<file path="config.mk">
export PLATFORM = sky130hd
export DESIGN_NAME = gfp8_group_packer
export DESIGN_NICKNAME = d
export VERILOG_FILES = /design/src/rtl/gfp8_group_packer.sv
export SDC_FILE = /design/constraint.sdc
export NUM_CORES = 2
export LEC_CHECK = 0
export ABC_AREA = 0
export CORE_ASPECT_RATIO = 0.5
export CORE_MARGIN = 5
export CORE_UTILIZATION = 69
export DETAILED_ROUTE_END_ITERATION = 10
export GPL_TIMING_DRIVEN = 0
export PLACE_DENSITY_LB_ADDON = 0.15
export SETUP_SLACK_MARGIN = 0.4
export SLEW_MARGIN = 20
export SYNTH_ARGS = -nofsm -noshare
export SYNTH_HDL_FRONTEND = slang
export SYNTH_SLANG_ARGS = --single-unit
</file>
<file path="constraint.sdc">
create_clock -name i_clk -period 19.4 [get_ports i_clk]
set_input_delay 4.85 -clock i_clk [delete_from_list [all_inputs] [get_ports i_clk]]
set_output_delay 4.85 -clock i_clk [all_outputs]
set_load 0.02 [all_outputs]
</file>
<file path="src/rtl/gfp8_group_packer.sv">
// ---------------------------------------------------------------------------
// gfp8_group_packer
//  Packs a stream of dot-product results (signed 32-bit mantissa scaled by
//  2^signed 8-bit exponent) into one GFP8 group: 32 signed 8-bit mantissas
//  that share a single 5-bit biased exponent.
//
//  Ports
//   i_clk, i_reset_n       clock, asynchronous active-low reset
//   i_valid / o_ready      element handshake (accept = i_valid & o_ready)
//   i_mantissa[31:0]       signed element mantissa
//   i_exponent[7:0]        signed element exponent
//   i_last                 closes the group early (remainder zero-padded)
//   o_valid / i_ready      group handshake
//   o_exp[7:0]             {3'b0, biased shared exponent}
//   o_man[255:0]           element i in bits [8i+7:8i]
//   o_count[5:0]           number of real elements, 1..32
//   o_ovf / o_unf          shared exponent clamped high / low
// ---------------------------------------------------------------------------
module gfp8_group_packer #(
   parameter int LANES    = 8,
   parameter int EXP_BIAS = 15
) (
   input  logic         i_clk,
   input  logic         i_reset_n,
   input  logic         i_valid,
   output logic         o_ready,
   input  logic [31:0]  i_mantissa,
   input  logic [7:0]   i_exponent,
   input  logic         i_last,
   output logic         o_valid,
   input  logic         i_ready,
   output logic [7:0]   o_exp,
   output logic [255:0] o_man,
   output logic [5:0]   o_count,
   output logic         o_ovf,
   output logic         o_unf
);

   localparam int N_NORM = 32 / LANES;
   localparam logic signed [9:0] BIAS_S = 10'(EXP_BIAS);

   // ST_RESET only exists so that o_ready stays low while reset is held.
   typedef enum logic [1:0] {
      ST_RESET   = 2'd0,
      ST_COLLECT = 2'd1,
      ST_NORM    = 2'd2,
      ST_OUT     = 2'd3
   } state_t;

   state_t              state_r, state_s;
   logic [4:0]          idx_r;
   logic [5:0]          norm_cnt_r;
   logic [5:0]          count_r;
   logic [31:0]         buf_man_r [32];
   logic [7:0]          buf_exp_r [32];
   logic signed [9:0]   rmax_r;
   logic                any_nz_r;

   logic                o_ready_r, o_valid_r, o_ovf_r, o_unf_r;
   logic [7:0]          o_exp_r;
   logic [255:0]        o_man_r;
   logic [5:0]          o_count_r;

   logic                accept_s, close_s;
   logic signed [9:0]   r_new_s;
   logic signed [9:0]   eb_full_s, e_grp_s;
   logic [4:0]          eb_s;
   logic                ovf_s, unf_s;
   logic [5:0]          lane_idx_s  [LANES];
   logic signed [9:0]   lane_sh_s   [LANES];
   logic [7:0]          lane_byte_s [LANES];

   // 33-bit wide absolute value so that -2^31 yields a magnitude of 2^31.
   function automatic logic [31:0] abs32(input logic [31:0] m);
      logic [32:0] a;
      if (m[31]) begin
         a = 33'd0 - {1'b1, m};
      end else begin
         a = {1'b0, m};
      end
      return a[31:0];
   endfunction

   // Number of significant bits of |m| (0 for m == 0, 32 for -2^31).
   function automatic logic [5:0] sig_width(input logic [31:0] m);
      logic [31:0] a;
      logic [5:0]  w;
      a = abs32(m);
      w = 6'd0;
      for (int i = 0; i < 32; i++) begin
         if (a[i]) begin
            w = 6'(i + 1);
         end else begin
            w = w;
         end
      end
      return w;
   endfunction

   // Scale one element to the shared exponent: shift, saturate to 127, resign.
   function automatic logic [7:0] norm_elem(input logic [31:0] m,
                                            input logic signed [9:0] s);
      logic [31:0] mag;
      logic [39:0] wide;
      logic [9:0]  ns;
      logic [6:0]  sat;
      mag  = abs32(m);
      wide = 40'd0;
      ns   = 10'd0;
      if (s >= 10'sd32) begin
         wide = 40'd0;
      end else if (s >= 10'sd0) begin
         wide = {8'd0, mag >> s[4:0]};
      end else begin
         ns = 10'd0 - $unsigned(s);
         // Any nonzero magnitude shifted left by more than 8 saturates.
         if (ns > 10'd8) begin
            wide = (mag != 32'd0) ? 40'd128 : 40'd0;
         end else begin
            wide = {8'd0, mag} << ns[3:0];
         end
      end
      sat = (wide > 40'd127) ? 7'd127 : wide[6:0];
      return m[31] ? (8'd0 - {1'b0, sat}) : {1'b0, sat};
   endfunction

   // Element handshake and the exponent score r = e + w - 7 of the incoming element.
   always_comb begin
      accept_s = i_valid & o_ready_r;
      close_s  = accept_s & ((idx_r == 5'd31) | i_last);
      r_new_s  = $signed({{2{i_exponent[7]}}, i_exponent})
               + $signed({4'd0, sig_width(i_mantissa)}) - 10'sd7;
   end

   // Shared exponent selection with clamping to the 5-bit biased range.
   always_comb begin
      eb_full_s = rmax_r + BIAS_S;
      eb_s      = 5'd0;
      e_grp_s   = 10'sd0;
      ovf_s     = 1'b0;
      unf_s     = 1'b0;
      if (!any_nz_r) begin
         eb_s    = 5'd0;
         e_grp_s = 10'sd0;
      end else if (eb_full_s > 10'sd31) begin
         eb_s    = 5'd31;
         e_grp_s = 10'sd31 - BIAS_S;
         ovf_s   = 1'b1;
      end else if (eb_full_s < 10'sd0) begin
         eb_s    = 5'd0;
         e_grp_s = 10'sd0 - BIAS_S;
         unf_s   = 1'b1;
      end else begin
         eb_s    = eb_full_s[4:0];
         e_grp_s = rmax_r;
      end
   end

   // Per-lane normalisation of the LANES elements handled this cycle.
   always_comb begin
      for (int l = 0; l < LANES; l++) begin
         lane_idx_s[l]  = 6'(int'(norm_cnt_r) * LANES + l);
         lane_sh_s[l]   = e_grp_s - $signed({{2{buf_exp_r[lane_idx_s[l][4:0]][7]}},
                                              buf_exp_r[lane_idx_s[l][4:0]]});
         lane_byte_s[l] = 8'd0;
         if (lane_idx_s[l] < count_r) begin
            lane_byte_s[l] = norm_elem(buf_man_r[lane_idx_s[l][4:0]], lane_sh_s[l]);
         end else begin
            lane_byte_s[l] = 8'd0;
         end
      end
   end

   // Next-state logic.
   always_comb begin
      state_s = state_r;
      case (state_r)
         ST_RESET:   state_s = ST_COLLECT;
         ST_COLLECT: begin
            if (close_s) state_s = ST_NORM;
            else         state_s = ST_COLLECT;
         end
         ST_NORM: begin
            if (norm_cnt_r == 6'(N_NORM - 1)) state_s = ST_OUT;
            else                              state_s = ST_NORM;
         end
         ST_OUT: begin
            if (i_ready) state_s = ST_COLLECT;
            else         state_s = ST_OUT;
         end
         default:    state_s = ST_COLLECT;
      endcase
   end

   // State register and registered handshake outputs.
   always_ff @(posedge i_clk or negedge i_reset_n) begin
      if (!i_reset_n) begin
         state_r   <= ST_RESET;
         o_ready_r <= 1'b0;
         o_valid_r <= 1'b0;
      end else begin
         state_r   <= state_s;
         o_ready_r <= (state_s == ST_COLLECT);
         o_valid_r <= (state_s == ST_OUT);
      end
   end

   // Element buffer, running maximum, normaliser sequencing and packed result.
   always_ff @(posedge i_clk or negedge i_reset_n) begin
      if (!i_reset_n) begin
         idx_r      <= 5'd0;
         norm_cnt_r <= 6'd0;
         count_r    <= 6'd0;
         rmax_r     <= 10'sd0;
         any_nz_r   <= 1'b0;
         o_exp_r    <= 8'd0;
         o_man_r    <= 256'd0;
         o_count_r  <= 6'd0;
         o_ovf_r    <= 1'b0;
         o_unf_r    <= 1'b0;
         for (int i = 0; i < 32; i++) begin
            buf_man_r[i] <= 32'd0;
            buf_exp_r[i] <= 8'd0;
         end
      end else begin
         case (state_r)
            ST_COLLECT: begin
               norm_cnt_r <= 6'd0;
               if (accept_s) begin
                  buf_man_r[idx_r] <= i_mantissa;
                  buf_exp_r[idx_r] <= i_exponent;
                  // Zero mantissas carry no magnitude and never steer the exponent.
                  if (i_mantissa != 32'd0) begin
                     if (!any_nz_r || (r_new_s > rmax_r)) begin
                        rmax_r <= r_new_s;
                     end
                     any_nz_r <= 1'b1;
                  end
                  if (close_s) begin
                     idx_r   <= 5'd0;
                     count_r <= {1'b0, idx_r} + 6'd1;
                  end else begin
                     idx_r   <= idx_r + 5'd1;
                  end
               end
            end
            ST_NORM: begin
               norm_cnt_r <= norm_cnt_r + 6'd1;
               for (int l = 0; l < LANES; l++) begin
                  o_man_r[8 * int'(lane_idx_s[l]) +: 8] <= lane_byte_s[l];
               end
               o_exp_r   <= {3'b000, eb_s};
               o_ovf_r   <= ovf_s;
               o_unf_r   <= unf_s;
               o_count_r <= count_r;
            end
            ST_OUT: begin
               if (i_ready) begin
                  any_nz_r <= 1'b0;
               end
            end
            default: begin
               norm_cnt_r <= 6'd0;
            end
         endcase
      end
   end

   assign o_ready = o_ready_r;
   assign o_valid = o_valid_r;
   assign o_exp   = o_exp_r;
   assign o_man   = o_man_r;
   assign o_count = o_count_r;
   assign o_ovf   = o_ovf_r;
   assign o_unf   = o_unf_r;

endmodule

</file>
==> flow_metrics.py, run 1 <==
metrics = {
    "run_status": {
        "status": "stopped before the end",
        "failing_step": "5_1_grt",
        "error": "[ERROR GRT-0116] Global routing finished with congestion. Check the congestion regions in the DRC Viewer.",
    },
    "synthesis": {
        "synthCells": 13300,
        "synth_xor_area_frac": 0.0314,
        "syn-cell-area_mm2": 0.122,
        "yosysSeqAreaShare": 0.325,
        "synth_cell_types": 125,
        "synth_compound_gate_area_share": 0.202,
        "synthArstFlopShare": 1.00,
        "synth_common_cells": "dfrtp_1 (1581), nand2_1 (1541), mux2_2 (1085)",
        "synth_top_area_cell": "dfrtp_1",
        "synth_top_family_by_area": "multiplexers",
        "synth-seq-cells": 1581,
        "synth_adder_area_share": 0.0154,
        "synth_top_cell_area_share": 0.325,
        "synth-simple-area-share": 0.171,
        "yosys.cell_count.top_type": "dfrtp_1",
        "avgSynthCellArea_um2": 9.17,
        "synth_area_leaders": "dfrtp_1 (33%), mux2_2 (10%), mux4_2 (8.1%)",
        "yosysWarnings": 0,
        "synth_edf_count": 0,
        "ys.flop_type": "dfrtp_1",
        "synthMuxAreaShare": 0.208,
    },
    "placed_design": {
        "port_buffers": 311,
        "hpwlAfterDp_um": 502000,
        "gp_congestion": 1.29,
    },
    "cts": {
        "cts_resized": 0,
        "hold_buffers": 0,
        "postCtsSetupRepairBufs": 0,
        "htree_num_levels": 4,
        "cts_buffer_depth": 4,
        "numCtsBuffers": 143,
        "root_buffer": "clkbuf_16",
        "clock-sinks": 1581,
    },
    "global_route": {
        "grt_overflow": 5046,
        "grt_pass1_vias": 154000,
        "grt.total_usage": 0.872,
        "grt_max_degree": 161,
        "grt_pass1_wl_um": 1180000,
    },
    "floorplanning": {
        "chipHeight_um": 307,
        "ioPinCount": 319,
        "core.rowCount": 109,
        "die_w_um": 604,
        "start_util": 0.691,
    },
}
## through the flow
| stage | worst slack (ps) | cell area (µm²) | util | std cells |
|---|---|---|---|---|
| 4_1_cts | 2010 | 134000 | 0.759 | 16300 |
| 3_5_place_dp | 2480 | 129000 | 0.732 | 16000 |
| 3_3_place_gp | -54750 | 128000 | 0.726 | 16000 |
| 2_1_floorplan | 7000 | 122000 | - | 13300 |
## layer usage
| metal | GRT overflow | GRT usage |
|---|---|---|
| met1 | 1307 | 0.890 |
| met2 | 1539 | 0.957 |
| met3 | 1311 | 0.825 |
| met4 | 776 | 0.773 |
| met5 | 113 | 0.643 |
## kinds of logic after synthesis
logic type,after synthesis
buffers and inverters,1367
other,1
adder cells (fa/ha/maj),144
flip-flops,1581
AND/OR/NAND/NOR,4331
XOR/XNOR,406
multiplexers,1847
AO/OA/AOI/OAI,3597
==> inputs of run 2 (changes only) <==
--- a/config.mk
+++ b/config.mk
@@ -6,13 +6,11 @@
 export NUM_CORES = 2
 export LEC_CHECK = 0
 export ABC_AREA = 0
-export CORE_ASPECT_RATIO = 0.5
 export CORE_MARGIN = 5
-export CORE_UTILIZATION = 69
+export CORE_UTILIZATION = 40
 export DETAILED_ROUTE_END_ITERATION = 10
 export GPL_TIMING_DRIVEN = 0
 export PLACE_DENSITY_LB_ADDON = 0.15
-export SETUP_SLACK_MARGIN = 0.4
 export SLEW_MARGIN = 20
 export SYNTH_ARGS = -nofsm -noshare
 export SYNTH_HDL_FRONTEND = slang
==> flow_metrics.py, run 2 <==
metrics = {
    "run_status": {
        "status": "finished clean",
    },
    "synthesis": {
        "yosysWarnings": 0,
        "synth-seq-cells": 1581,
        "synthArstFlopShare": 1.00,
        "synth_common_cells": "dfrtp_1 (1581), nand2_1 (1541), mux2_2 (1085)",
        "synth_area_leaders": "dfrtp_1 (33%), mux2_2 (10%), mux4_2 (8.1%)",
        "yosys.cell_count.top_type": "dfrtp_1",
        "synth_cell_types": 125,
        "synth_top_family_by_area": "multiplexers",
        "synthMuxAreaShare": 0.208,
        "ys.flop_type": "dfrtp_1",
        "synth-simple-area-share": 0.171,
        "avgSynthCellArea_um2": 9.17,
        "synth_adder_area_share": 0.0154,
        "synth_compound_gate_area_share": 0.202,
        "synth_edf_count": 0,
        "synth_top_area_cell": "dfrtp_1",
        "synth_top_cell_area_share": 0.325,
        "syn-cell-area_mm2": 0.122,
        "yosysSeqAreaShare": 0.325,
        "synthCells": 13300,
        "synth_xor_area_frac": 0.0314,
    },
    "timing": {
        "fmax_ghz": 0.0565,
        "rsz0062_at_grt": "no",
        "final.period_utilization": 0.913,
        "fin_crit_ps": 17710,
        "worstMarginPinSlew_ps": 1370,
        "tns_ps": 0,
        "whs_ps": 473,
        "finalHoldViolCount": 0,
        "drv_slew": 0,
        "setup_viol": 0,
        "finClkSkew_ps": 95.5,
        "slew_headroom": 0.0810,
    },
    "routing": {
        "first_pass_iters": 9,
        "routed_wl_um": 652000,
        "drc": 0,
        "via_per_inst": 6.95,
        "wire_per_inst_um": 36.3,
        "vias": 125000,
        "ant_nets": 0,
        "drtIter0Drc": 19400,
    },
    "cts": {
        "clkTransAtPathRegs_ps": 60,
        "worstSkewPairLatency_ps": 930,
        "postCtsSetupRepairBufs": 0,
        "cts_buffer_depth": 4,
        "cts_resized": 0,
        "numCtsBuffers": 178,
        "hold_buffers": 0,
        "htree_num_levels": 4,
        "clock-sinks": 1581,
        "cts_tree": "built",
        "root_buffer": "clkbuf_16",
    },
    "placed_design": {
        "placed_cell_area_mm2": 0.131,
        "port_buffers": 311,
        "dp_cells": 17600,
        "gp_congestion": 1.02,
        "hpwlAfterDp_um": 501000,
    },
    "critical_path": {
        "cp_max_fo": 10,
        "cp.required_ps": 20130,
        "critPathSlowestCell": "o21ai_1",
        "path_class": "flip-flop to flip-flop",
        "startpoint_type": "flip-flop",
        "cp_slowest_stage_delay_ps": 970,
        "cp_data_arrival_time_ps": 18440,
        "rrSetupSlack_ps": 1690,
        "worstSetupEndpointType": "flip-flop",
        "cpMostUsedCell": "buf_2",
    },
    "floorplanning": {
        "ioPinCount": 319,
        "chipHeight_um": 562,
        "start_util": 0.402,
        "fp.coreArea_mm2": 0.303,
        "die-area_mm2": 0.315,
        "core.rowCount": 202,
        "die_w_um": 562,
    },
    "global_route": {
        "grt_max_degree": 143,
        "grt_pass1_vias": 115000,
        "antenna_found_initial": 53,
        "grt.total_usage": 0.395,
        "grt_overflow": 0,
        "grt_pass1_wl_um": 906000,
    },
    "finish": {
        "largest_reg_flops": 1024,
        "drive_gt1_frac": 0.167,
        "final_cell_mix": "dfrtp_1 (1581), nand2_1 (1540), mux2_2 (1085)",
        "fin_nets": 14000,
        "stdcell_count": 18000,
        "regMostFlops": "buf_man_r",
        "final_common_cell": "dfrtp_1",
        "area_growth_pct": 12.8,
        "postLayoutCellArea_mm2": 0.137,
        "fillers": 29700,
    },
    "min_path": {
        "hp-class": "flip-flop to flip-flop",
    },
    "run": {
        "drv_cap": 0,
    },
}
[run 2: metrics by stage]
step / utilization / setup slack, ps
5_1_grt: 0.453 / 2100
2_1_floorplan: - / 7000
6_report: 0.453 / 1690
3_3_place_gp: 0.428 / -61990
3_5_place_dp: 0.433 / 2640
4_1_cts: 0.453 / 2520
[run 2: path summary, 6_finish.rpt]
check	cells past startpoint	endpoint	startpoint
min	2	buf_exp_r[171]	buf_exp_r[171]
max reg2reg	37	o_man[102]	norm_cnt_r[1]
min reg2reg	2	buf_exp_r[171]	buf_exp_r[171]
max	37	o_man[102]	norm_cnt_r[1]
max in group asynchronous	4	buf_man_r[1004]	i_reset_n
min in group asynchronous	1	o_man[184]	i_reset_n
[run 2: final cells by class]
cell class / instances / area, µm² / area share
sequential: 1581 / 39600 / 0.288
multi-input combinational: 10300 / 76900 / 0.560
inverter: 232 / 871 / 0.00634
tap: 3978 / 4980 / 0.0362
timing repair buffer: 360 / 4090 / 0.0298
buffer: 1135 / 4810 / 0.0350
clock buffer: 247 / 5050 / 0.0368
clock inverter: 72 / 955 / 0.00695
antenna: 36 / 90.1 / 0.000656
[run 2: kinds of logic after synthesis]
family,Yosys count
simple gates,4331
mux,1847
compound gates,3597
buf+inv,1367
xor+xnor,406
other cells,1
flops,1581
fa+ha+maj,144
[run 2: worst max-delay path: cells and delay by family, from the launching register on]
kind | cells | cell delay (ps)
fa+ha+maj | 4 | 1700
mux | 2 | 840
buf+inv | 18 | 9180
flops | 1 | 410
compound gates | 9 | 4360
simple gates | 4 | 920
[run 2: layer usage]
layer / share of wire / global-route usage / vias to the layer above
met5: 0.00037 / 0 / -
met4: 0.075 / 0.234 / 28
met3: 0.12 / 0.126 / 1842
met2: 0.41 / 0.566 / 8800
met1: 0.39 / 0.522 / 62600
li1: - / - / 51600
Power of run 2 is left out: the tool's default activity adds up to more than one toggle a clock period on the data nets, which glitch-free logic cannot reach.
